[config.mk]
export PLATFORM = sky130hd
export DESIGN_NAME = mc_core
export DESIGN_NICKNAME = d
export VERILOG_FILES = /design/src/rtl/mc_core.sv
export SDC_FILE = /design/constraint.sdc
export NUM_CORES = 2
export LEC_CHECK = 0
export ABC_AREA = 0
export BUFFER_PORTS_ARGS = -buffer_cell sky130_fd_sc_hd__buf_2
export CORE_UTILIZATION = 50
export CTS_CLUSTER_DIAMETER = 60
export DETAILED_ROUTE_END_ITERATION = 8
export GPL_TIMING_DRIVEN = 0
export PLACE_DENSITY = 0.72
export SYNTH_ARGS = -nofsm -noshare
export SYNTH_HDL_FRONTEND = slang
export SYNTH_SLANG_ARGS = --single-unit
[constraint.sdc]
create_clock -name clk -period 3.92 [get_ports clk]
set_input_delay 0.588 -clock clk [delete_from_list [all_inputs] [get_ports clk]]
set_output_delay 0.588 -clock clk [all_outputs]
set_load 0.02 [all_outputs]
[src/rtl/mc_core.sv]
// Multicycle MIPS-subset core: one memory port with req/ready handshake, held until accepted.
// Optional j instruction is built only when MC_CORE_JUMP_EN is defined; otherwise opcode 02 is a NOP.
module mc_core #(
  parameter int               WIDTH    = 32,
  parameter logic [WIDTH-1:0] RESET_PC = '0
) (
  input  logic             clk,
  input  logic             reset_n,
  output logic             mem_req,
  output logic             mem_we,
  output logic [WIDTH-1:0] mem_addr,
  output logic [WIDTH-1:0] mem_wdata,
  input  logic [WIDTH-1:0] mem_rdata,
  input  logic             mem_ready,
  output logic [WIDTH-1:0] pc,
  output logic [3:0]       state_o
);

  typedef enum logic [3:0] {
    S_FETCH  = 4'd0,
    S_DECODE = 4'd1,
    S_MEMADR = 4'd2,
    S_MEMRD  = 4'd3,
    S_MEMWB  = 4'd4,
    S_MEMWR  = 4'd5,
    S_EXEC   = 4'd6,
    S_ALUWB  = 4'd7,
    S_BRANCH = 4'd8,
    S_ADDIEX = 4'd9,
`ifdef MC_CORE_JUMP_EN
    S_JUMP   = 4'd11,
`endif
    S_ADDIWB = 4'd10
  } state_t;

  state_t           state;
  state_t           dec_state;
  logic [31:0]      ir;
  logic [WIDTH-1:0] a;
  logic [WIDTH-1:0] b;
  logic [WIDTH-1:0] aluout;
  logic [WIDTH-1:0] mdr;
  logic [WIDTH-1:0] rf [32];
  logic [WIDTH-1:0] rd_a;
  logic [WIDTH-1:0] rd_b;
  logic [WIDTH-1:0] signimm;
  logic [WIDTH-1:0] alu_y;
  logic             funct_ok;
  logic             accept;
  logic             rf_we;
  logic [4:0]       rf_wa;
  logic [WIDTH-1:0] rf_wd;

  assign signimm   = {{(WIDTH-16){ir[15]}}, ir[15:0]};
  assign rd_a      = (ir[25:21] == 5'd0) ? '0 : rf[ir[25:21]];
  assign rd_b      = (ir[20:16] == 5'd0) ? '0 : rf[ir[20:16]];
  assign accept    = mem_req && mem_ready;
  assign mem_addr  = (state == S_MEMRD || state == S_MEMWR) ? aluout : pc;
  assign mem_wdata = b;
  assign state_o   = state;

  assign funct_ok = (ir[5:0] == 6'h20) || (ir[5:0] == 6'h22) || (ir[5:0] == 6'h24) ||
                    (ir[5:0] == 6'h25) || (ir[5:0] == 6'h2A);

  always_comb begin
    dec_state = S_FETCH;
    case (ir[31:26])
      6'h00:        if (funct_ok) dec_state = S_EXEC;
      6'h23, 6'h2B: dec_state = S_MEMADR;
      6'h04:        dec_state = S_BRANCH;
      6'h08:        dec_state = S_ADDIEX;
`ifdef MC_CORE_JUMP_EN
      6'h02:        dec_state = S_JUMP;
`endif
      default:      dec_state = S_FETCH;
    endcase
  end

  always_comb begin
    alu_y = '0;
    case (ir[5:0])
      6'h20:   alu_y = a + b;
      6'h22:   alu_y = a - b;
      6'h24:   alu_y = a & b;
      6'h25:   alu_y = a | b;
      6'h2A:   alu_y = {{(WIDTH-1){1'b0}}, ($signed(a) < $signed(b))};
      default: alu_y = '0;
    endcase
  end

  // Write-back happens only in the three *WB states, so a reset abandons any pending result.
  always_comb begin
    rf_we = (state == S_MEMWB) || (state == S_ALUWB) || (state == S_ADDIWB);
    rf_wa = (state == S_ALUWB) ? ir[15:11] : ir[20:16];
    rf_wd = (state == S_MEMWB) ? mdr : aluout;
  end

  always_ff @(posedge clk) begin
    if (rf_we && rf_wa != 5'd0) rf[rf_wa] <= rf_wd;
  end

  // mem_req/mem_we are registered alongside the state so the bus never glitches;
  // out of reset mem_req rises one cycle late, which is the first fetch request.
  always_ff @(posedge clk or negedge reset_n) begin
    if (!reset_n) begin
      state   <= S_FETCH;
      pc      <= RESET_PC;
      ir      <= '0;
      a       <= '0;
      b       <= '0;
      aluout  <= '0;
      mdr     <= '0;
      mem_req <= 1'b0;
      mem_we  <= 1'b0;
    end else begin
      case (state)
        S_FETCH: begin
          if (accept) begin
            ir      <= mem_rdata[31:0];
            pc      <= pc + WIDTH'(4);
            state   <= S_DECODE;
            mem_req <= 1'b0;
          end else begin
            mem_req <= 1'b1;
          end
        end
        S_DECODE: begin
          a       <= rd_a;
          b       <= rd_b;
          aluout  <= pc + (signimm << 2);
          state   <= dec_state;
          mem_req <= (dec_state == S_FETCH);
        end
        S_MEMADR: begin
          aluout  <= a + signimm;
          mem_req <= 1'b1;
          if (ir[31:26] == 6'h2B) begin
            state  <= S_MEMWR;
            mem_we <= 1'b1;
          end else begin
            state  <= S_MEMRD;
          end
        end
        S_MEMRD: begin
          if (accept) begin
            mdr     <= mem_rdata;
            state   <= S_MEMWB;
            mem_req <= 1'b0;
          end
        end
        S_MEMWB: begin
          state   <= S_FETCH;
          mem_req <= 1'b1;
        end
        S_MEMWR: begin
          if (accept) begin
            state  <= S_FETCH;
            mem_we <= 1'b0;
          end
        end
        S_EXEC: begin
          aluout <= alu_y;
          state  <= S_ALUWB;
        end
        S_ALUWB: begin
          state   <= S_FETCH;
          mem_req <= 1'b1;
        end
        S_BRANCH: begin
          if (a == b) pc <= aluout;
          state   <= S_FETCH;
          mem_req <= 1'b1;
        end
        S_ADDIEX: begin
          aluout <= a + signimm;
          state  <= S_ADDIWB;
        end
        S_ADDIWB: begin
          state   <= S_FETCH;
          mem_req <= 1'b1;
        end
`ifdef MC_CORE_JUMP_EN
        S_JUMP: begin
          pc      <= {pc[WIDTH-1:28], ir[25:0], 2'b00};
          state   <= S_FETCH;
          mem_req <= 1'b1;
        end
`endif
        default: begin
          state   <= S_FETCH;
          mem_req <= 1'b1;
          mem_we  <= 1'b0;
        end
      endcase
    end
  end

endmodule

Word-level counts from Yosys, hierarchy flattened
Memories as Yosys holds them, arrays and structs flattened.
Cells that the tools add are included.
{"block": "word_totals", "inputBits": 35, "ff_bits": 198, "ramBits": 1024, "n_memories": 1, "output_inout_bits": 102}
{"memory": "rf", "words": 32, "word_bits": 32, "rd": 2, "rd_ports_with_merged_regs": 0, "write_ports": 1, "line_no": "43", "source": "logic [WIDTH-1:0] rf [32];"}
{"block": "op_classes", "mux": 24, "bitwise": 4, "reduce_logical": 27, "n_eq_ne": 25, "add_sub_neg": 5, "order_cmp": 1}
{"op": "$mux W32", "n": 6}
{"op": "$pmux W32 S5", "n": 1}
{"op": "$add A32 B32 Y32", "n": 3}
{"op": "$pmux W32 S3", "n": 1}
{"op": "$pmux W32 S2", "n": 1}
{"op": "$eq A6 B6 Y1 const B", "n": 7}
{"op": "$add A32 B3 Y32 const B", "n": 1}
{"op": "$and A32 B32 Y32", "n": 1}
{"op": "$eq A32 B32 Y1", "n": 1}
{"op": "$lt A32 B32 Y1", "n": 1}
{"op": "$or A32 B32 Y32", "n": 1}
{"op": "$sub A32 B32 Y32", "n": 1}
{"op": "$pmux W4 S7", "n": 1}
{"op": "$eq A4 B3 Y1 const B", "n": 4}
{"op": "$pmux W4 S4", "n": 1}
{"op": "$eq A4 B4 Y1 const B", "n": 3}
{"op": "$mux W4", "n": 3}
{"op": "$logic_not A5 Y1", "n": 2}
{"op": "$ne A2 B2 Y1 const B", "n": 5}
{"op": "$reduce_and A3 Y1", "n": 3}
{"op": "$reduce_or A9 Y1", "n": 1}
{"op": "$eq A4 B2 Y1 const B", "n": 2}
{"op": "$logic_not A4 Y1", "n": 2}
{"op": "$logic_or A1 B1 Y1", "n": 7}
{"op": "17 further kinds", "n": 27}

Depth between registers and ports, before layout
{"block": "depth", "ltp_word": 9, "mapped_depth": 14, "depth_no_buf": 14}

Worst setup path before layout
OpenSTA, ideal clock, no wires.
{"block": "synth_timing", "kind": "reg-to-reg", "startpoint": "reg state[2] (netlist: state_o[2])", "endpoint": "mem rf[10][0] (enable)", "setup_time_ns": 0.421, "path_buffers": 3, "stages_incl_launch_ff": 10, "path_slack_ns": 0.022, "arrival_ns": 3.477, "path_cell_list": "dfrtp_1 clkbuf_1 nand2b_1 or2_2 clkbuf_1 clkbuf_1 o21ai_0 nand2_1 or2_2 nor2_1"}
{"block": "synth_via", "elab_chain_cells": 6}
{"item": "from (decl)", "line_no": "36", "source": "state_t state;"}
{"item": "from (signal assigned)", "line_no": "131", "source": "state <= dec_state;"}
{"item": "$eq A4 B3 Y1, on equally long branches", "line_no": "93, 94"}
{"item": "$mux W5 / $logic_or A1 B1 Y1 (equally long branches)", "line_no": "94, 93"}
{"item": "$reduce_bool A5 Y1 / $logic_or A1 B1 Y1 (equally long branches)", "line_no": "99, 93"}
{"item": "$logic_and A1 B1 Y1", "line_no": "99", "source": "if (rf_we && rf_wa != 5'd0) rf[rf_wa] <= rf_wd;"}
{"item": "$mux W1", "line_no": "99"}
{"item": "$mux W1 (implied by the code)", "line_no": "99"}
{"item": "to (decl)", "line_no": "43"}
Parallel ways exist; a longest one is shown, timed or not.

Final worst setup path
{"block": "layout_timing", "startpoint": "reg ir[22]", "endpoint": "reg a[30]"}
{"block": "layout_via", "elab_chain_cells": 2}
{"item": "from (decl)", "line_no": "38", "source": "logic [31:0] ir;"}
{"item": "from (signal assigned)", "line_no": "119", "source": "ir <= mem_rdata[31:0];"}
{"item": "$mem_v2 Z32 W32 / $logic_not A5 Y1 (equally long branches)"}
{"item": "$mux W32 *", "line_no": "55", "source": "assign rd_a = (ir[25:21] == 5'd0) ? '0 : rf[ir[25:21]];"}
{"item": "to (signal assigned)", "line_no": "128", "source": "a <= rd_a;"}
{"item": "to (decl)", "line_no": "39", "source": "logic [WIDTH-1:0] a;"}
Every way passes the cells marked *; elsewhere a longest branch is shown, timed or not.
A chain may end at the register's enable or synchronous reset.

==> impl_metrics.toml <==
[run_status]
outcome = "finished, violations left"
violations = "negative setup slack"

[logic_synthesis]
synth.distinct_cells = 104
yosys_register_bits = 1222
syn_area_per_cell_um2 = 13.10
synthFlopType = "edfxtp_1"
synth_area_leaders = "edfxtp_1 (47%), mux4_2 (9.0%), dfrtp_1 (7.6%)"
yosys.area.top_type = "edfxtp_1"
synthCells = 4989
synth-seq-area-share = 0.5463
netlist_area_mm2 = 0.06535
synth_common_cells = "edfxtp_1 (1024), a21oi_1 (528), mux2i_1 (385), nor2_1 (274), o21ai_0 (269)"
synth-async-reset-ratio = 0.1620
yosysMostFrequentCell = "edfxtp_1"
yosysWarningCount = 0
synth_enable_flop_cells = 1024
synth.top_cell.area_share = 0.4705

[critical_path]
arrival_ns = 4.72
crit_fanout = 10
startpoint_type = "register"
cp.required_ns = 4.55
critPathKind = "reg -> reg"
slowest_stage = "clkbuf_1"
worst_path_largest_cell_delay_ns = 0.77
crit_chain = "clkbuf_1, or2_2, clkbuf_1, o21ai_0, o22ai_1, nor3_1, a21oi_1, o22ai_1"
cp-end-kind = "register"

[timing]
hold_ws_ns = 0.04536
period_minus_slack_ns = 4.097
fin_crit_sh = 1.045
setup_viol = 51
setup_ws_ns = -0.1767
fmax_ghz = 0.2441
worst_slew_margin_rel = 0.1235
max_slew.worst_pin.slew_ns = 1.315
finalHoldViolations = 0
fin_setup_tns_ns = -4.551
fin_skew_ns = 0.03692
rsz0062_at_grt = "yes"
maxSlewViolCount = 0

[cts]
clock_sinks = 1222
clkSlewWorstSetupHoldPaths_ns = 0.06
cts_max_level = 4
clk_latency_ns = 0.80
root_buffer = "clkbuf_16"
cts_buffers = 137
cts_tree = "yes"
cts_buffer_depth = 3

[placed_design]
globalplace.congestion = 1.039
place_ws_ns = -1.214
dpl_cell_area_mm2 = 0.06942
dp.cells = 6936
dpl.hpwl_um = 178100
portBuffers = 136

[power]
vdd_drop_max_mv = 0.6044
p_leak_nw = 26.65
total_power_mw = 71.53
p_per_area_mw_per_mm2 = 951.8

[drt]
vias = 50741
viasPerCell = 7.026
drcViolationCount = 0
firstDrtPassIters = 7
drt_iter0_markers = 7809
drt_wl_total_um = 249200
avgRoutedWirePerCell_um = 34.51
antenna_left = 0

[cells_and_area]
fillerInstances = 10165
fin_nets = 5577
finalInstanceArea_mm2 = 0.07515
final-seq-area_mm2 = 0.03571
multi_input_area_mm2 = 0.02839
syn_to_final_growth_pct = 14.99
fin_util = 0.5796
layout-drive-gt1-share = 0.2209
instances_no_fill = 7222

[global_route]
grt_first_pass_wirelength_um = 346200
grt_usage = 0.3704
grt_pass1_vias = 48229
grt_max_degree = 119
grt_antenna_before_repair = 7
globalRoute.totalOverflow = 0

[die]
start_util = 0.5041
rows = 132
ios = 137
die_h_um = 363.5
dieArea_mm2 = 0.1322
core_mm2 = 0.1296
die_w_um = 363.5

[run]
cap_violations = 0

[hold_path]
min_path_type = "in -> reg"
==> layer usage <==
layer | global-route usage | wire, µm | vias up
li1 | - | - | 20623
met1 | 0.4580 | 85970 | 25272
met2 | 0.5463 | 108200 | 3956
met3 | 0.1087 | 32200 | 884
met4 | 0.2877 | 22790 | 6
met5 | 0 | 60 | -
==> cell families (layout without fill, tap and decap cells) <==
logic type                 count (synthesis)  count (layout)  share of synthesized area
DFF                                     1222            1222                     0.5463
buffers and inverters                    464             921                    0.02968
muxes                                    905             905                     0.1937
and+or+nand+nor                          715             715                    0.05106
adders and majority gates                171             171                    0.03320
AOI/OAI and AO/OA                       1457            1457                     0.1387
other                                      1              35                 0.00005738
xor gates and xnor gates                  54              54                   0.007237
==> where the power goes <==
part / switching (mW) / total, mW / internal [mW]
clock network: 5.51 / 13.2 / 7.72
logic: 26.9 / 39.4 / 12.5
registers: 2.00 / 18.9 / 16.9
==> repair_timing <==
item | 4_1_cts | 5_1_grt
gates resized for setup | 79 | 109
pin swaps | 14 | 16
endpoints found under the hold margin | 80 | 0
endpoints found under the setup margin | 1111 | 643
hold buffers | 1 | 0
setup buffers | 16 | 29
==> area by class of cell <==
type,instances,area share
antenna,3,0.00009990
buffer,343,0.02206
clock buffer,179,0.05117
clock inverter,66,0.009407
inverter,113,0.005644
multi-input combinational,3334,0.3778
sequential,1222,0.4752
tap,1742,0.02900
timing repair buffer,220,0.02964
==> registers in the layout, summed over array words and instances (netlist names) <==
register / count
mem_req: 1
mem_we: 1
mdr: 32
a: 32
mem_wdata: 32
pc: 32
state_o: 4
ir: 32
rf: 1024
aluout: 32
==> final timing paths <==
kind / slack [ns] / endpoint / cells after the start / start
max: -0.18 / a[30] / 8 / ir[22]
min: 0.05 / ir[28] / 2 / mem_rdata[28]
max reg2reg: -0.18 / a[30] / 8 / ir[22]
min reg2reg: 0.50 / mdr[23] / 1 / mdr[23]
max in group asynchronous: 2.35 / ir[15] / 3 / reset_n
min in group asynchronous: 0.40 / a[22] / 2 / reset_n
==> worst max-delay path, delay by kind of cell (launching register included) <==
kind                   cells  cell delay, ns
AOI/OAI and AO/OA          4            1.54
and+or+nand+nor            2            0.64
DFF                        1            0.44
buffers and inverters      2            1.30
==> cells in the final DEF (no fill, tap or decap), drive strengths merged, types with 9 or more instances in the layout <==
master and n:
a211oi 26, a21o 52, a21oi 531, a221o 14, a221oi 17, a31oi 24, and3 19, buf 289
bufinv 12, clkbuf 438, clkdlybuf4s15 14, clkinv 41, conb 32, dfrtp 198, edfxtp 1024, ha 167
inv 122, mux2 258, mux2i 385, mux4 262, nand2 145, nand2b 17, nand3 40, nand3b 9
nand4 15, nor2 274, nor2b 16, nor3 116, nor4 11, o211ai 16, o21a 23, o21ai 278
o21bai 15, o221ai 144, o22ai 210, o31ai 14, or2 10, or3 12, xnor2 37, xor2 17
Power figures use the tool's default switching activity.
